`src/rtl/deserializacion_if.sv`:
```
// Serial lane bundle between a bit source and the deserializer.
// The master drives the serial bit and the slave returns the rebuilt words.
interface deserializacion_if #(
  parameter int unsigned WIDTH = 8
);
  logic             data_in;
  logic [WIDTH-1:0] data_out;
  logic             valid_out;
  logic             word_stb;
  logic             active;

  modport master (
    output data_in,
    input  data_out,
    input  valid_out,
    input  word_stb,
    input  active
  );

  modport slave (
    input  data_in,
    output data_out,
    output valid_out,
    output word_stb,
    output active
  );
endinterface

```
`src/rtl/deserializacion.sv`:
```
// Serial-to-parallel receiver: aligns on the idle comma, locks after BC_COUNT aligned commas,
// then rebuilds WIDTH-bit words (MSB first) with a valid flag and a word strobe.
module deserializacion #(
  parameter int unsigned      WIDTH    = 8,
  parameter logic [WIDTH-1:0] COMMA    = WIDTH'(8'hBC),
  parameter int unsigned      BC_COUNT = 4
) (
  input logic               clk_8f,
  input logic               reset_L,
  deserializacion_if.slave  lane
);

  localparam int unsigned CntW = (WIDTH > 1) ? $clog2(WIDTH) : 1;
  localparam int unsigned BcW  = $clog2(BC_COUNT + 1);

  typedef enum logic [1:0] {StSearch, StLocking, StActive} state_e;

  state_e            state_q, state_d;
  logic [WIDTH-1:0]  sr_q, sr_d;
  logic [CntW-1:0]   bit_cnt_q, bit_cnt_d;
  logic [BcW-1:0]    bc_cnt_q, bc_cnt_d;
  logic [WIDTH-1:0]  data_q, data_d;
  logic              valid_q, valid_d;
  logic              stb_q, stb_d;
  logic              word_done;
  logic              is_comma;

  always_ff @(posedge clk_8f or negedge reset_L) begin
    if (!reset_L) begin
      state_q   <= StSearch;
      sr_q      <= '0;
      bit_cnt_q <= '0;
      bc_cnt_q  <= '0;
      data_q    <= '0;
      valid_q   <= 1'b0;
      stb_q     <= 1'b0;
    end else begin
      state_q   <= state_d;
      sr_q      <= sr_d;
      bit_cnt_q <= bit_cnt_d;
      bc_cnt_q  <= bc_cnt_d;
      data_q    <= data_d;
      valid_q   <= valid_d;
      stb_q     <= stb_d;
    end
  end

  always_comb begin
    sr_d      = {sr_q[WIDTH-2:0], lane.data_in};
    word_done = (bit_cnt_q == CntW'(WIDTH - 1));
    is_comma  = (sr_d == COMMA);
    state_d   = state_q;
    bit_cnt_d = word_done ? '0 : bit_cnt_q + 1'b1;
    bc_cnt_d  = bc_cnt_q;
    data_d    = data_q;
    valid_d   = valid_q;
    stb_d     = 1'b0;

    unique case (state_q)
      // Bit-granular hunt: any match fixes the word boundary at this edge.
      StSearch: begin
        if (is_comma) begin
          bit_cnt_d = '0;
          bc_cnt_d  = BcW'(1);
          state_d   = (BC_COUNT == 1) ? StActive : StLocking;
        end
      end
      StLocking: begin
        if (word_done) begin
          if (is_comma) begin
            bc_cnt_d = bc_cnt_q + 1'b1;
            if (bc_cnt_q == BcW'(BC_COUNT - 1)) begin
              state_d = StActive;
            end
          end else begin
            bc_cnt_d = '0;
            state_d  = StSearch;
          end
        end
      end
      StActive: begin
        if (word_done) begin
          stb_d = 1'b1;
          if (is_comma) begin
            valid_d = 1'b0;
          end else begin
            data_d  = sr_d;
            valid_d = 1'b1;
          end
        end
      end
      default: state_d = StSearch;
    endcase
  end

  always_comb begin
    lane.data_out  = data_q;
    lane.valid_out = valid_q;
    lane.word_stb  = stb_q;
    lane.active    = (state_q == StActive);
  end

endmodule
```
`src/flat_wrapper.sv`:
```
// flat-port wrapper written by rule: the top's interface ports become plain ports
module deserializacion_flat 
#(
  parameter int unsigned      WIDTH    = 8,
  parameter logic [WIDTH-1:0] COMMA    = WIDTH'(8'hBC),
  parameter int unsigned      BC_COUNT = 4
)
  (clk_8f, reset_L, lane_data_in, lane_data_out, lane_valid_out, lane_word_stb, lane_active);
  deserializacion_if #(.WIDTH(WIDTH)) lane_i ();
  input logic clk_8f;
  input logic reset_L;
  input wire logic [$bits(lane_i.data_in)-1:0] lane_data_in;
  output wire logic [$bits(lane_i.data_out)-1:0] lane_data_out;
  output wire logic [$bits(lane_i.valid_out)-1:0] lane_valid_out;
  output wire logic [$bits(lane_i.word_stb)-1:0] lane_word_stb;
  output wire logic [$bits(lane_i.active)-1:0] lane_active;
  assign lane_i.data_in = lane_data_in;
  assign lane_data_out = lane_i.data_out;
  assign lane_valid_out = lane_i.valid_out;
  assign lane_word_stb = lane_i.word_stb;
  assign lane_active = lane_i.active;
  deserializacion #(.WIDTH(WIDTH), .COMMA(COMMA), .BC_COUNT(BC_COUNT)) u_core (.clk_8f(clk_8f), .reset_L(reset_L), .lane(lane_i));
endmodule
```
`config.mk`:
```
export PLATFORM = sky130hd
export DESIGN_NAME = deserializacion_flat
export DESIGN_NICKNAME = d
export VERILOG_FILES = /design/src/rtl/deserializacion_if.sv /design/src/rtl/deserializacion.sv /design/src/flat_wrapper.sv
export SDC_FILE = /design/constraint.sdc
export NUM_CORES = 1
export LEC_CHECK = 0
export BUFFER_PORTS_ARGS = -buffer_cell sky130_fd_sc_hd__buf_4
export CORE_ASPECT_RATIO = 1.5
export CORE_UTILIZATION = 40
export DETAILED_ROUTE_END_ITERATION = 7
export GPL_ROUTABILITY_DRIVEN = 0
export PLACE_DENSITY = 0.64
export SLEW_MARGIN = 25
export SYNTH_ARGS = -nofsm -noshare
export SYNTH_HDL_FRONTEND = slang
export SYNTH_SLANG_ARGS = --single-unit
```
`constraint.sdc`:
```
create_clock -name clk_8f -period 3.25 [get_ports clk_8f]
set_input_delay 0.4875 -clock clk_8f [delete_from_list [all_inputs] [get_ports clk_8f]]
set_output_delay 0.4875 -clock clk_8f [all_outputs]
set_load 0.005 [all_outputs]
```
==> metrics.txt <==
Least-Margin Pin Slew=0.323 ns; CTS clk-pin slew, worst paths=0.12 ns; critical path class=flip-flop to flip-flop; CTS tree=yes; CP required=3.45 ns; Die Ht=64.3 um; FF-to-FF path depth=5; total track usage=14.5%; final wirelength=1700 um; PortBufs=13; Iter 0 DRT Violations=10; Post-Syn Instances=75; Top cell by count, worst path=ha_1; routed length per instance=15.1 um; row count=22; CP max stage cell=mux2_2; most used routing layer=met2; diodes inserted=0; Post-Route Setup TNS=0 ns; # setup viols final=0; worst path arrival time=1.93 ns; first-pass GRT wire length=2940 um; routing usage on met1=16.5%; syn_nets=83; Final Cycle Share=53.2%; fin nets=98; largest net degree at the start of global routing=26; status=completed; FF-to-FF setup slack=1.52 ns; Synth Area per Inst=13.8 um^2; cell leakage power=0.000541 uW; DRT Pass-1 Iters=3; core outline area=2450 um^2; root buffer cell=clkbuf_4; grt ovf=0; P per Cell Area=413 nW/um^2; CP Cell Sequence=ha_1 > ha_1 > nand3b_1 > a21oi_4 > mux2_2; htree depth=1; Critical Path Sink Type=flip-flop; global routing usage on met3=2.54%; clk_skew=0.00214 ns; RSZ-0062 raised after global routing=false; max incr delay on CP=0.38 ns; CP bufs+invs=0; post-CTS setup buffer count=0; Max Root-Sink Buffers=2; crit path launch type=flip-flop; final HPWL from detailed placement=1260 um; CTS Sinks=25; met2 Use GR=25.2%; Final Hold Viols=0; Max Clk Rate=579 MHz; initial core utilization=42.3%; Via density=5.50; DRC violations left=0; Skew-Pair Late Insertion Delay=0.30 ns; HP Class=input port to async pin; Worst slew margin=78.5%; layout cells sized above 1=32.6%; Power Total=480 uW; initial antenna violation count=0; instance count on the critical path=5; Netlist Area Pre-Place=1040 um^2; flip-flop and latch count after synthesis=25; cts bufs inserted=3; Slew Limit Fails=0; fin crit period=1.73 ns; VDD IR max=304 uV; crit-path leading delay family=adder cells; Seq/Total Area, Yosys=60.4%; hold buffers post-CTS=0; Final ANT Viol Nets=0; area grow syn2layout=12.3%; vias in the first global route=644; Max-Cap Viols=0; post-cts repair resize count=0; vias=621; Yosys warnings=0; die area=2800 um^2; Horiz. Die Dim=43.6 um; Crit Path Max Fanout=9; post-synth cell types=26; io pins=14
-- flip-flops by register name (all words and copies together) (netlist names) --
register               flops
u_core.lane.data_out       8
u_core.sr_q                7
u_core.bc_cnt_q            3
u_core.bit_cnt_q           3
u_core.state_q             2
u_core.lane.valid_out      1
u_core.lane.word_stb       1
-- cell usage in the layout (no fill, tap or decap) --
master     n
a21o_2     1
dfrtp_1   25
and4b_2    1
o311ai_0   2
nand2_1    1
ha_1       5
a21oi_4    1
a32oi_1    1
o21ai_0    3
nor3b_1    2
inv_1      5
nor2_1     2
a21oi_1    1
clkbuf_1   1
mux2_2     8
and4b_1    2
nor3_1     1
buf_4     13
and4bb_2   1
a31oi_1    1
nand3b_1   2
clkbuf_4   3
nand3_1    2
nand4_1    1
and2_2     1
nor2b_1    2
o32ai_1    1
-- path summary, 6_finish.rpt --
| kind | from | endpoint |
|---|---|---|
| worst max-delay path | u_core.bit_cnt_q[0] | u_core.lane.data_out[4] |
| min in group clk_8f | lane_data_in | u_core.sr_q[0] |
| worst min register to register | u_core.sr_q[0] | u_core.sr_q[1] |
| worst max register to register | u_core.bit_cnt_q[0] | u_core.lane.data_out[4] |
| worst min-delay path | reset_L | u_core.bc_cnt_q[2] |
| max in group asynchronous | reset_L | u_core.lane.data_out[7] |
-- cells by family (layout without fill, tap and decap cells) --
group | count (synthesis) | in the layout | synth area share (%)
flip-flops | 25 | 25 | 60.4
AND/OR/NAND/NOR | 18 | 18 | 12.2
AO/OA/AOI/OAI | 11 | 11 | 8.33
multiplexers | 8 | 8 | 8.70
buffers and inverters | 8 | 22 | 4.35
adder cells (fa/ha/maj) | 5 | 5 | 6.04
-- power breakdown --
group          internal, uW  total (uW)  switching [uW]
Sequential              321         327            6.16
Combinational          12.4        23.7            11.3
Clock                  47.8         130            82.1
-- stage by stage --
stage	util (%)	instance area (um^2)	std cells	setup WS [ns]	hold WS, ns
after detailed placement	46.4	1140	109	1.52	0.384
after floorplan	-	1040	75	1.69	0.192
after global placement	46.4	1140	109	1.54	0.383
final	47.5	1160	113	1.52	0.0538
after CTS	47.5	1160	113	1.51	0.0584
after global routing	47.5	1160	113	1.39	0.0594
-- final cells by class --
class,count,area [um^2]
clock buffer,4,26.3
fill,219,1290
inverter,5,18.8
multi-input combinational,42,365
sequential,25,626
tap,24,30.0
timing repair buffer,13,97.6
-- synthesized netlist by cell type --
| library cell | count | area, um^2 |
|---|---|---|
| a21o_2 | 1 | 8.76 |
| a21oi_1 | 1 | 5.00 |
| a21oi_4 | 1 | 16.3 |
| a31oi_1 | 1 | 6.26 |
| a32oi_1 | 1 | 8.76 |
| and2_2 | 1 | 7.51 |
| and4b_1 | 2 | 20.0 |
| and4b_2 | 1 | 11.3 |
| and4bb_2 | 1 | 12.5 |
| buf_6 | 2 | 22.5 |
| clkbuf_1 | 1 | 3.75 |
| dfrtp_1 | 25 | 626 |
| ha_1 | 5 | 62.6 |
| inv_1 | 5 | 18.8 |
| mux2_2 | 8 | 90.1 |
| nand2_1 | 1 | 3.75 |
| nand3_1 | 2 | 10.0 |
| nand3b_1 | 2 | 15.0 |
| nand4_1 | 1 | 6.26 |
| nor2_1 | 2 | 7.51 |
| nor2b_1 | 2 | 12.5 |
| nor3_1 | 1 | 5.00 |
| nor3b_1 | 2 | 15.0 |
| o21ai_0 | 3 | 15.0 |
| o311ai_0 | 2 | 17.5 |
| o32ai_1 | 1 | 8.76 |
-- worst register-to-register path: cells and delay by family (launching register included) --
family | cells | cell delay [ns]
adder cells (fa/ha/maj) | 2 | 0.38
multiplexers | 1 | 0.38
flip-flops | 1 | 0.37
AO/OA/AOI/OAI | 1 | 0.32
AND/OR/NAND/NOR | 1 | 0.18
-- routing by layer --
layer  share of wire (%)  up-vias
met5                   0        -
met4                 1.0        0
met3                 3.1        2
met2                  54        9
met1                  42      314
li1                    -      296
Power figures use the tool's default switching activity.
